<file path="src/rtl/mem_ctrl_pkg.sv">
// Shared constants and types for the byte-serial memory controller.
package mem_ctrl_pkg;

  localparam int unsigned DATA_WIDTH = 32;
  localparam logic [DATA_WIDTH-1:0] ZERO_DATA = '0;
  localparam logic TRUE  = 1'b1;
  localparam logic FALSE = 1'b0;

  localparam logic [2:0] LEN_BYTE = 3'd1;
  localparam logic [2:0] LEN_HALF = 3'd2;
  localparam logic [2:0] LEN_WORD = 3'd4;

  typedef enum logic [1:0] {
    MEM_IDLE,
    MEM_READ,
    MEM_WRITE
  } mem_state_t;

  function automatic logic [7:0] byte_sel(input logic [DATA_WIDTH-1:0] w, input logic [2:0] i);
    logic [DATA_WIDTH-1:0] s;
    s = w >> {i, 3'b000};
    return s[7:0];
  endfunction

endpackage

</file>
<file path="src/rtl/mem_ctrl.sv">
// Serves instruction fetches and LSB loads/stores over the byte-wide RAM/IO bus,
// one byte per cycle, assembling little-endian words and pulsing ready when done.
module mem_ctrl
  import mem_ctrl_pkg::*;
#(
  parameter int unsigned ADDR_W = 32,
  parameter int unsigned IO_BIT = 17
) (
  input  logic                  clk,
  input  logic                  rst,
  input  logic                  in_rollback,
  input  logic                  in_inst_ena,
  input  logic [ADDR_W-1:0]     in_inst_addr,
  output logic                  out_inst_ready,
  output logic [DATA_WIDTH-1:0] out_inst,
  input  logic                  in_data_ena,
  input  logic                  in_data_wr,
  input  logic [2:0]            in_data_len,
  input  logic [ADDR_W-1:0]     in_data_addr,
  input  logic [DATA_WIDTH-1:0] in_data_wdata,
  output logic                  out_data_ready,
  output logic [DATA_WIDTH-1:0] out_data_rdata,
  input  logic [7:0]            mem_din,
  output logic [7:0]            mem_dout,
  output logic [ADDR_W-1:0]     mem_a,
  output logic                  mem_wr,
  input  logic                  io_buffer_full
);

  mem_state_t state, state_nxt;
  logic [2:0]            cnt, len;
  logic [ADDR_W-1:0]     base, cur_a, pend_addr;
  logic [DATA_WIDTH-1:0] wdata, asm_q, asm_nxt;
  logic                  cur_inst, pend;
  logic                  wr_stall, rd_done, wr_last, start_data, start_inst;

  assign cur_a      = base + ADDR_W'(cnt);
  assign wr_stall   = (cur_a[IO_BIT -: 2] == 2'b11) && io_buffer_full;
  assign rd_done    = (state == MEM_READ) && (cnt == len) && !in_rollback;
  assign wr_last    = (state == MEM_WRITE) && !wr_stall && (cnt == len - 3'd1);
  // Rollback drops a same-cycle load but a store is already committed.
  assign start_data = (state == MEM_IDLE) && in_data_ena && (in_data_wr || !in_rollback);
  assign start_inst = (state == MEM_IDLE) && !start_data && !in_rollback && (pend || in_inst_ena);

  always_ff @(posedge clk) begin
    if (rst) state <= MEM_IDLE;
    else     state <= state_nxt;
  end

  always_comb begin
    state_nxt = state;
    case (state)
      MEM_IDLE: begin
        if (start_data)      state_nxt = in_data_wr ? MEM_WRITE : MEM_READ;
        else if (start_inst) state_nxt = MEM_READ;
      end
      MEM_READ:  if (in_rollback || cnt == len) state_nxt = MEM_IDLE;
      MEM_WRITE: if (wr_last) state_nxt = MEM_IDLE;
      default:   state_nxt = MEM_IDLE;
    endcase
  end

  always_comb begin
    mem_a    = '0;
    mem_wr   = 1'b0;
    mem_dout = '0;
    case (state)
      MEM_READ: if (cnt < len) mem_a = cur_a;
      MEM_WRITE: begin
        mem_a    = cur_a;
        mem_wr   = !wr_stall;
        mem_dout = byte_sel(wdata, cnt);
      end
      default: ;
    endcase
  end

  // The byte arriving in the final sampling cycle is merged directly into the ready value.
  always_comb begin
    asm_nxt = asm_q;
    case (cnt)
      3'd1:    asm_nxt[7:0]   = mem_din;
      3'd2:    asm_nxt[15:8]  = mem_din;
      3'd3:    asm_nxt[23:16] = mem_din;
      3'd4:    asm_nxt[31:24] = mem_din;
      default: ;
    endcase
  end

  always_ff @(posedge clk) begin
    if (rst) begin
      cnt            <= '0;
      len            <= '0;
      base           <= '0;
      wdata          <= ZERO_DATA;
      cur_inst       <= 1'b0;
      asm_q          <= ZERO_DATA;
      out_inst_ready <= 1'b0;
      out_data_ready <= 1'b0;
      out_inst       <= ZERO_DATA;
      out_data_rdata <= ZERO_DATA;
    end else begin
      out_inst_ready <= 1'b0;
      out_data_ready <= 1'b0;
      case (state)
        MEM_IDLE: begin
          cnt   <= '0;
          asm_q <= ZERO_DATA;
          if (start_data) begin
            base     <= in_data_addr;
            len      <= in_data_len;
            wdata    <= in_data_wdata;
            cur_inst <= 1'b0;
          end else if (start_inst) begin
            base     <= pend ? pend_addr : in_inst_addr;
            len      <= LEN_WORD;
            cur_inst <= 1'b1;
          end
        end
        MEM_READ: begin
          cnt   <= cnt + 3'd1;
          asm_q <= asm_nxt;
          if (rd_done) begin
            if (cur_inst) begin
              out_inst_ready <= 1'b1;
              out_inst       <= asm_nxt;
            end else begin
              out_data_ready <= 1'b1;
              out_data_rdata <= asm_nxt;
            end
          end
        end
        MEM_WRITE: begin
          if (!wr_stall) cnt <= cnt + 3'd1;
          if (wr_last) out_data_ready <= 1'b1;
        end
        default: ;
      endcase
    end
  end

  always_ff @(posedge clk) begin
    if (rst || in_rollback) begin
      pend      <= 1'b0;
      pend_addr <= rst ? '0 : pend_addr;
    end else if (in_inst_ena && !(start_inst && !pend)) begin
      pend      <= 1'b1;
      pend_addr <= in_inst_addr;
    end else if (start_inst) begin
      pend      <= 1'b0;
    end
  end

endmodule

</file>
<file path="config.mk">
export PLATFORM = sky130hd
export DESIGN_NAME = mem_ctrl
export DESIGN_NICKNAME = d
export VERILOG_FILES = /design/src/rtl/mem_ctrl_pkg.sv /design/src/rtl/mem_ctrl.sv
export SDC_FILE = /design/constraint.sdc
export NUM_CORES = 1
export LEC_CHECK = 0
export CORE_ASPECT_RATIO = 1.1
export CORE_MARGIN = 2
export CORE_UTILIZATION = 35
export CTS_CLUSTER_SIZE = 12
export DETAILED_ROUTE_END_ITERATION = 10
export HOLD_SLACK_MARGIN = 0.02
export PLACE_DENSITY = 0.59
export SETUP_SLACK_MARGIN = 0.5
export SLEW_MARGIN = 20
export SYNTH_ARGS = -nofsm -noshare
export SYNTH_HDL_FRONTEND = slang
export SYNTH_SLANG_ARGS = --single-unit
</file>
<file path="constraint.sdc">
create_clock -name clk -period 5.4 [get_ports clk]
set_clock_uncertainty 0.15 [all_clocks]
set_input_delay 1.08 -clock clk [delete_from_list [all_inputs] [get_ports clk]]
set_output_delay 1.08 -clock clk [all_outputs]
set_load 0.02 [all_outputs]
</file>
==> results <==
- CTS placed an instance of sky130_fd_sc_hd__clkbuf_16 at the clock tree root.
- 221 I/O pins were placed.
- The data required time at the worst endpoint is 4.17 ns.
- The number of clock sinks seen by CTS is 204.
- The post-route fraction of the period consumed by the critical path is 86.92%.
- Counting instances, the worst hold path has a depth of 2.
- The number of max-slew violations in the final report is 0.
- For this configuration, the core starts out at a cell density of 35.82%.
- The clock edge transition at the registers on the reported setup and hold paths is 0.06 ns.
- The half-perimeter wire length of the detailed placement result is 18.43 mm.
- TritonCTS created 24 clock buffers.
- In this run the tightest slew margin relative to its limit is 28.59%.
- For this run, design rule violations remaining after detail routing come to 0.
- Clock latency on the worst-skew pair, taken at its later pin, is 0.51 ns.
- After global routing the overflow that remains totals 0.
- In the final design database the tool counted 1360 nets.
- After synthesis, the mean cell area works out to 8.920 sq um.
- The path with the worst hold slack has its endpoint at wdata[1]$_SDFFE_PP0P_.
- The biggest area contributor in the post-synthesis netlist is sky130_fd_sc_hd__dfxtp_1.
- Dividing the detail-routed wire length by the instance count gives 16.94 um.
- The wire length of the first global-routing pass is 43.06 mm.
- The worst reg2reg path depth is 10.
- The number of antenna violations at the first check in global routing is 2.
- The most used flip-flop cell after synthesis is sky130_fd_sc_hd__dfxtp_1.
- Of the post-synthesis cell area, the dominant cell type holds 36.56%.
- The total die area is 0.02824 sq mm.
- The start of the worst register-to-register path is cnt[1]$_SDFFE_PP0P_.
- Counting along the longest clock path gives a buffer depth of 3.
- The routed design has 27.06 mm of wire.
- The post-synthesis cell area is 0.009419 sq mm.
- In this run the core area contains 62 standard-cell rows.
- The most critical setup path has its startpoint at cnt[1]$_SDFFE_PP0P_.
- The number of enable flip-flop cells after synthesis is 32.
- The capturing point of the worst reg2reg path is cnt[0]$_SDFFE_PP0P_.
- The TritonCTS clock tree is yes.
- Across the run, the number of max-cap violations was 0.
- The commonest cells after synthesis are 172 x sky130_fd_sc_hd__dfxtp_1, 149 x sky130_fd_sc_hd__nand2_1, 137 x sky130_fd_sc_hd__nor2_1.
- The die is 160.4 um wide.
- The critical path is of the reg -> out type.
- For the pin with the worst max-slew slack, the measured transition is 1.069 ns.
- Setup violations remaining at the end of the flow were counted as 0.
- The arrival time of the worst setup path is 3.46 ns.
- The class of the worst hold path is reg -> reg.
- In this run the worst path has a maximum fanout of 14.
- The signed area change from the synthesized netlist to the final layout is 34.79%.
- The congestion estimate from routability-driven global placement came to 0.8140.
- Counting flops with an async set or reset pin after synthesis yields a share of 0%.
- The leakage dissipation is 4.285 nW.
- The flow ran to the end, and the final reports show no timing, DRC or antenna violations.
- The total of warnings raised by yosys is 0.
- The post-route netlist has 5.868% of its cells at a drive strength greater than 1.
- Synthesis produced 1056 cells.
- The most common cell in the synthesized netlist is sky130_fd_sc_hd__dfxtp_1.
- Setup repair after global routing could not meet its margin everywhere.
- The number of violations reported at the end of detailed-routing iteration 0 is 395.
- The via total after detailed routing is 8084.
- The number of nets still failing antenna checks after routing is 0.
- The pin count of the biggest net entering global routing is 97.
- In this run, synthesis produced a sequential element count of 204.
- The number of hold violations in the final report is 0.
- The final critical path time including I/O delays and setup is 4.693 ns.
- The core box area is 0.02630 sq mm.
- The number of global-route vias before repair was 7824.
- Of the synthesized area, sequential elements account for 46.76%.
- The via-per-instance ratio is 5.062.
- In this run the number of H-tree levels came out at 1.
- Yosys attributes the largest share of cell area to sky130_fd_sc_hd__dfxtp_1 37%, sky130_fd_sc_hd__edfxtp_1 10%, sky130_fd_sc_hd__mux2i_1 6.8%, sky130_fd_sc_hd__nand2_1 5.9%, sky130_fd_sc_hd__nor2_1 5.5%.
- The worst setup path is launched from a register.
- Counting distinct cell types in the post-synthesis netlist gives 45.
- The number of nets in the synthesized netlist is 1187.
- STA classifies the critical path endpoint as an output port.
- The maximum clock frequency is 213.1 MHz.
- Across all hold checks on the routed design, the worst slack comes to 0.3025 ns.
- Across the VDD grid, the largest voltage drop is 0.0001780 V.
- The y dimension of the die is 176.1 um.
- The total iterations of the first detailed-routing run is 4.
- The count of buffers added on input and output ports is 220.
- In the global route stage, overall resource usage came out at 18.70%.
- The total negative slack is 0 ns.
- The total power density per cell area is 318.2 mW/mm^2.
- The worst hold path startpoint is wdata[1]$_SDFFE_PP0P_.
- The flop-to-flop setup slack is 2.45 ns.
-- cells in the final DEF (no fill, tap or decap), drive strengths merged, types with 2 or more instances in the layout --
master           n
a211oi          64
edfxtp          32
and4             6
dfxtp          172
nand4            3
o21ai           15
a211o            3
nor2b            9
nor3             9
nand2b           2
o31ai            3
mux4             8
a31oi            3
xnor2           14
nand3           18
a21oi           73
nand2          149
buf             13
nor2           137
or3              5
and3            14
ha              16
clkdlybuf4s50  219
mux2i           64
inv             20
a22oi           33
and2            41
clkbuf          38
nor3b            2
o211ai          32
xor2            13
-- critical path, stage by stage (launching register included) --
cell	delay, ns
sky130_fd_sc_hd__dfxtp_1	0.30
sky130_fd_sc_hd__buf_4	0.19
sky130_fd_sc_hd__ha_1	0.29
sky130_fd_sc_hd__a21oi_1	0.09
sky130_fd_sc_hd__o21ai_0	0.41
sky130_fd_sc_hd__nand4_1	0.40
sky130_fd_sc_hd__or3_1	0.43
sky130_fd_sc_hd__a21oi_1	0.19
sky130_fd_sc_hd__clkdlybuf4s50_1	0.64
-- what timing repair did --
item,in CTS,in global routing
setup buffers,0,1
gates resized for setup,0,3
setup endpoints to repair,2,11
pin swaps,1,1
cloned,0,0
hold buffers,0,0
-- worst max path at each step --
stage                                             to  slack, ns  depth (start not counted)
final                                      mem_a[25]       0.71                          8
after global routing                       mem_a[28]       0.49                         10
after detailed placement                   mem_a[28]       0.97                         10
after CTS                                  mem_a[28]       0.54                         10
after floorplan           pend_addr[0]$_SDFFCE_PP0P_       1.28                          2
after global placement                     mem_a[28]       0.99                         10
-- per-layer routing --
metal,track usage [%],vias up,part of all wire [%],wire (um)
met3,4.863,21,7.1,1924
li1,-,4040,-,-
met4,3.266,2,0.94,255
met5,0,-,0.044,12
met2,30.82,226,47,12630
met1,25.10,3795,45,12230
-- power breakdown --
part / total [mW] / switching, mW / internal, mW
logic: 0.658 / 0.368 / 0.290
registers: 1.73 / 0.0781 / 1.65
clock network: 1.65 / 0.627 / 1.03
-- area by class of cell --
class                           instances  area (sq um)
Fill cell                            2553         13600
Clock inverter                          3         42.54
Tap cell                              352         440.4
Multi-Input combinational cell        747          4663
Clock buffer                           38         777.0
Antenna cell                            1         2.502
Inverter                               20         75.07
Sequential cell                       204          4405
Timing Repair Buffer                  232          2290
-- cells by family (layout without fill, tap and decap cells) --
family | count (synthesis) | in the layout | synth area share, %
DFF | 204 | 204 | 46.76
adders and majority gates | 18 | 18 | 2.444
AOI/OAI and AO/OA | 231 | 231 | 16.38
and+or+nand+nor | 399 | 399 | 18.90
xor gates and xnor gates | 27 | 27 | 2.511
muxes | 72 | 72 | 8.714
other | 0 | 1 | 0
buffers and inverters | 105 | 293 | 4.291
-- stage by stage --
stage	setup slack [ns]	cells	area (sq um)	util [%]	power [mW]
3_5_place_dp	0.9673	1554	11850	45.05	2.421
2_1_floorplan	1.283	1056	9419	-	2.149
4_1_cts	0.5354	1595	12670	48.17	4.089
6_report	0.7065	1597	12700	48.28	4.040
3_3_place_gp	0.9893	1554	11850	45.05	2.416
5_1_grt	0.4859	1596	12690	48.27	4.229
-- registers in the layout, indices dropped and copies added, names as in the netlist --
signal,flops
len,3
out_data_rdata,32
cur_inst,1
asm_q,32
out_data_ready,1
wdata,32
out_inst_ready,1
cnt,3
pend_addr,32
base,32
out_inst,32
state,2
pend,1
Power figures use the tool's default switching activity.
==> variant 1, RTL diff (same flow settings) <==
Set the parameter `ADDR_W` to 36 (it was 32).
--- a/src/rtl/mem_ctrl.sv
+++ b/src/rtl/mem_ctrl.sv
@@ -3,7 +3,7 @@
 module mem_ctrl
   import mem_ctrl_pkg::*;
 #(
-  parameter int unsigned ADDR_W = 32,
+  parameter int unsigned ADDR_W = 36,
   parameter int unsigned IO_BIT = 17
 ) (
   input  logic                  clk,
Ports: changed (resized in_data_addr, in_inst_addr and mem_a); port bits go from 221 to 233. The function was not compared with the original's and may differ.
==> variant 1 against the original RTL <==
Sequential cell count increased by 8; utilization decreased by 0.72 points; area after synthesis increased by 5.2%; routed wire length increased by 7.7%; total power increased by 15%; register-to-register slack got worse by 0.03 ns; cell area increased by 4.4%; worst setup slack improved by 0.016 ns; critical path type unchanged.
==> variant 1: results (changes against the original RTL) <==
Max VDD drop=0.2264 mV (+27%); largest net degree at the start of global routing=110 (+13%); via count=8628 (+6.7%); crit-path leading delay family=simple AND/OR/NAND/NOR gates; GP Congestion=0.8278 (+1.7%); # fillers=2703 (+5.9%); global-route wire length before repair=45.52 mm (+5.7%); Worst EP arrival=3.45 ns (about the same); final net count=1436 (+5.6%); Initial DRC Count=611 (+55%); Slew @ Worst Pin=0.8650 ns (-0.2040 ns); syn_nets=1251 (+5.4%); TritonRoute pass-1 iters=5 (+1); CP peak stage delay=0.60 ns (-0.04 ns); share of cells above drive strength 1=0.05716 (-0.001517); share of the synthesized area in the top cell type=0.3555 (-0.01010); All-Layer GR Usage=0.1900 (+0.002951); DP HPWL=19.67 mm (+6.7%); critical path launch point=cnt[0]$_SDFFE_PP0P_; vias in the first global route=8361 (+6.9%); Commonest cells post-synth=dfxtp_1 (176), nand2_1 (156), nor2_1 (136), a21oi_1 (84), mux2i_1 (68); register area share after synthesis=0.4645 (-0.003059); port buffer count=232 (+5.5%); number of synthesized flops with an enable pin=36 (+13%); LEAKAGE=0.004460 uW (+4.1%); status=completed; worst-path fanout max=12 (-2); synth unique cells=52 (+16%); synth top area cells=dfxtp_1 (36%), edfxtp_1 (11%), mux2i_1 (6.9%); P_sw=1457 uW (+36%); area post-placement=0.01248 mm2 (+5.3%)
==> variant 1: cell count changes in the layout (fill, tap and decap cells not counted), moves of 5 or more <==
| cell | delta |
|---|---|
| a21oi_1 | +11 |
| and4_1 | -5 |
| clkdlybuf4s50_1 | +12 |
| nand2_1 | +7 |
| nand3_1 | -6 |
| nor3_1 | +8 |
| o211ai_1 | +5 |
==> variant 1: cell families after synthesis <==
kind of cell               Yosys count  share of synthesized area
AOI/OAI and AO/OA                  251                     0.1689
and+or+nand+nor                    424                     0.1933
buffers and inverters              105                    0.04027
xor gates and xnor gates            26                    0.02297
muxes                               76                    0.08685
adders and majority gates           18                    0.02323
DFF                                212                     0.4645
==> variant 1: area by class of cell <==
class                           instances  area [um2]  share of cell area
Multi-Input combinational cell        795        4941              0.3729
Sequential cell                       212        4606              0.3476
Timing Repair Buffer                  247        2440              0.1841
Clock buffer                           30       664.4             0.05014
Tap cell                              363       454.2             0.03427
Clock inverter                         11       80.08            0.006043
Inverter                               17       63.81            0.004815
Antenna cell                            1       2.502           0.0001888
==> variant 1: metrics by stage <==
step / cells / hold slack, ns / worst slack [ns]
2_1_floorplan: 1112 / 0.2831 / 1.376
3_3_place_gp: 1632 / 0.2922 / 1.133
3_5_place_dp: 1632 / 0.2969 / 1.080
4_1_cts: 1673 / 0.3050 / 0.5054
5_1_grt: 1676 / 0.3240 / 0.5369
6_report: 1676 / 0.3045 / 0.7226
==> variant 1: layer usage <==
| metal | up-vias | GRT usage | routed length [um] |
|---|---|---|---|
| met4 | 2 | 0.04557 | 545 |
| met1 | 4023 | 0.2535 | 12960 |
| met5 | - | 0 | 13 |
| met3 | 38 | 0.04511 | 2273 |
| li1 | 4298 | - | - |
| met2 | 267 | 0.3101 | 13350 |
==> variant 1: worst min-delay path: stages, from the launching register on <==
cell and delay [ns]:
dfxtp_1 0.30, nand2_1 0.05, a21oi_1 0.05
==> variant 1: worst paths after layout <==
kind	to	slack (ns)	cells past startpoint
worst min register to register	wdata[24]$_SDFFE_PP0P_	0.30	2
worst max-delay path	mem_wr	0.72	9
worst max register to register	state[1]$_SDFFE_PP0P_	2.42	9
worst min-delay path	wdata[24]$_SDFFE_PP0P_	0.30	2
==> variant 1: power groups by stage <==
stage | clock network [uW] | logic [uW] | registers [uW]
floorplan | 0 | 731 | 1960
global placement | 0 | 1200 | 1930
detailed placement | 0 | 1210 | 1940
CTS | 1590 | 1220 | 1900
global route | 1650 | 1330 | 1930
finish | 1550 | 1200 | 1900
==> variant 2, RTL diff (same settings) <==
Without the edit above. Make the reset (`rst`) asynchronous in 2 clocked blocks.
--- a/src/rtl/mem_ctrl.sv
+++ b/src/rtl/mem_ctrl.sv
@@ -42,7 +42,7 @@
   assign start_data = (state == MEM_IDLE) && in_data_ena && (in_data_wr || !in_rollback);
   assign start_inst = (state == MEM_IDLE) && !start_data && !in_rollback && (pend || in_inst_ena);
 
-  always_ff @(posedge clk) begin
+  always_ff @(posedge clk or posedge rst) begin
     if (rst) state <= MEM_IDLE;
     else     state <= state_nxt;
   end
@@ -87,7 +87,7 @@
     endcase
   end
 
-  always_ff @(posedge clk) begin
+  always_ff @(posedge clk or posedge rst) begin
     if (rst) begin
       cnt            <= '0;
       len            <= '0;
Behaviour: differs if rst is asserted again (counterexample within 4 cycles, from zero or initial values and one cycle with rst high); with rst held inactive, the same outputs for 4 cycles.
==> variant 2 against the original RTL <==
Routed wire length fell by 5.7%; cell area rose by 3.7%; hold slack improved by 0.015 ns; largest cell class is now flip-flops and latches; worst setup slack got worse by 0.029 ns; area after synthesis rose by 3.7%; non-clock buffer count fell by 4; sequential cell count did not move.
Power is not compared: it rests on default switching activity, and its combinational part moved more than twofold at a synthesized area within 25%.
==> variant 2: results (changes against the original RTL) <==
antenna violations before repair=0 (-2); Setup WS pre-CTS=0.7544 ns (-0.2129 ns); number of synthesized flops with an enable pin=32 (unchanged); top_reg_cell synth=dfrtp_1; Worst EP arrival=3.49 ns (+0.03 ns); Layout Cells excl Fill=1561 (-2.3%); global-route wire length before repair=40.53 mm (-5.9%); Max VDD drop=0.2526 mV; FF-to-FF path depth=7 (-3); All-Layer GR Usage=0.1741 (-0.01291); synth top area cells=dfrtp_1 (44%), edfxtp_1 (9.8%), nand2_1 (7.2%); reg-to-reg endpoint=asm_q[4]$_DFFE_PP0P_; Hold Crit Start=wdata[11]$_DFFE_PP0P_; register area share after synthesis=0.5387 (+0.07111); largest net degree at the start of global routing=172 (+77%); worst hold path type=reg2reg; GP Congestion=0.8129 (-0.14%); hold depth=2 (unchanged); vias in the first global route=7527 (-3.8%); Initial DRC Count=367 (-7.1%); r2r startpoint=cnt[1]$_DFFE_PP0P_; share of cells above drive strength 1=0.06260 (+0.003923); syn_nets=1122 (-5.5%); Slew @ Worst Pin=1.106 ns (+0.03651 ns); Root Buffer Master=clkbuf_16; DP HPWL=17.29 mm (-6.2%); port buffer count=220 (unchanged); Commonest cells post-synth=nand2_1 (187), dfrtp_1 (171), nor2_1 (105), a21oi_1 (73), o21ai_0 (70); Placed Cells=1517 (-2.4%); Max Buffers Root-to-Sink=3 (unchanged); average size of a mapped cell=9.853 um2 (+10%); FFs w/ async S/R, synth=0.8382 (+0.8382); H-tree Lvls=1 (unchanged); TritonRoute pass-1 iters=5 (+1); yosys warns=0 (unchanged); worst-path fanout max=14 (unchanged); drt total wl=25.52 mm (-5.7%); final net count=1311 (-3.6%); worst-skew pair later-pin latency=0.53 ns (+0.02 ns); detailed-route vias per instance=4.891 (-3.4%); CP peak stage delay=0.60 ns (-0.04 ns); critical path's slowest cell=clkdlybuf4s50_1; status=completed; number of CTS-inserted buffers=24 (unchanged); ant diodes=0 (-1); worst hold endpoint=wdata[11]$_DFFE_PP0P_; clock transition at the registers of the reported paths=0.06 ns (about the same); reg2reg setup slack=2.54 ns (+0.09 ns); synth unique cells=48 (+6.7%)
## variant 2: cell types whose count changed in the layout (fill, tap and decap cells not counted), moves of 32 or more
cell / change
o21ai_0: +59
a211oi_1: -64
a22o_1: +32
nor2_1: -32
dfxtp_1: -171
dfrtp_1: +171
nand2_1: +36
a22oi_1: -33
## variant 2: cell families after synthesis
| family | share of synthesized area |
|---|---|
| mux | 0.08867 |
| simple gates | 0.1744 |
| flops | 0.5387 |
| xor+xnor | 0.02511 |
| fa+ha+maj | 0.02255 |
| buf+inv | 0.03114 |
| compound gates | 0.1194 |
## variant 2: layout make-up
cell class	count	area [um2]
sequential	204	5264
tap	363	454.2
inverter	16	63.81
multi-input combinational	706	4270
clock buffer	32	660.6
fill	2632	14470
timing repair buffer	228	2275
clock inverter	12	172.7
## variant 2: repair_timing
action | CTS | global route
pin swaps | 0 | 1
endpoints found under the setup margin | 6 | 12
gates resized for setup | 4 | 5
## variant 2: worst min-delay path: cells and delay by family, from the launching register on
kind             cells  cell delay [ns]
flip-flops           1             0.33
AND/OR/NAND/NOR      2             0.11
## variant 2: power by group
part / total, uW / switching, uW / leakage, uW / internal (uW)
registers: 2330 / 329 / 0.00258 / 2000
clock network: 1700 / 647 / 0.000410 / 1050
logic: 2090 / 1150 / 0.00266 / 945
## variant 2: stage by stage
stage	cell area [um2]	total power [uW]	hold WS (ns)
after floorplan	9768	3636	0.2903
after global placement	12280	4428	0.3036
after detailed placement	12280	4473	0.3072
after CTS	13120	6198	0.3219
after global routing	13160	6543	0.3437
final	13160	6127	0.3180
## variant 2: routing by layer
layer,vias to the layer above,GRT usage,routed length (um)
met3,31,0.04696,1902
li1,3759,-,-
met4,0,0.04425,493
met2,198,0.2737,11540
met1,3647,0.2387,11590
met5,-,0,0
## variant 2: worst max path at each step
stage | startpoint | endpoint | slack, ns | cells after the start
2_1_floorplan | rst | pend_addr[0]$_SDFFCE_PP0P_ | -0.25 | 2
3_3_place_gp | cnt[1]$_DFFE_PP0P_ | mem_a[26] | 0.81 | 10
3_5_place_dp | cnt[1]$_DFFE_PP0P_ | mem_a[26] | 0.75 | 10
4_1_cts | cnt[1]$_DFFE_PP0P_ | mem_a[26] | 0.49 | 10
5_1_grt | cnt[1]$_DFFE_PP0P_ | mem_a[18] | 0.48 | 9
6_report | cnt[1]$_DFFE_PP0P_ | mem_a[18] | 0.68 | 9
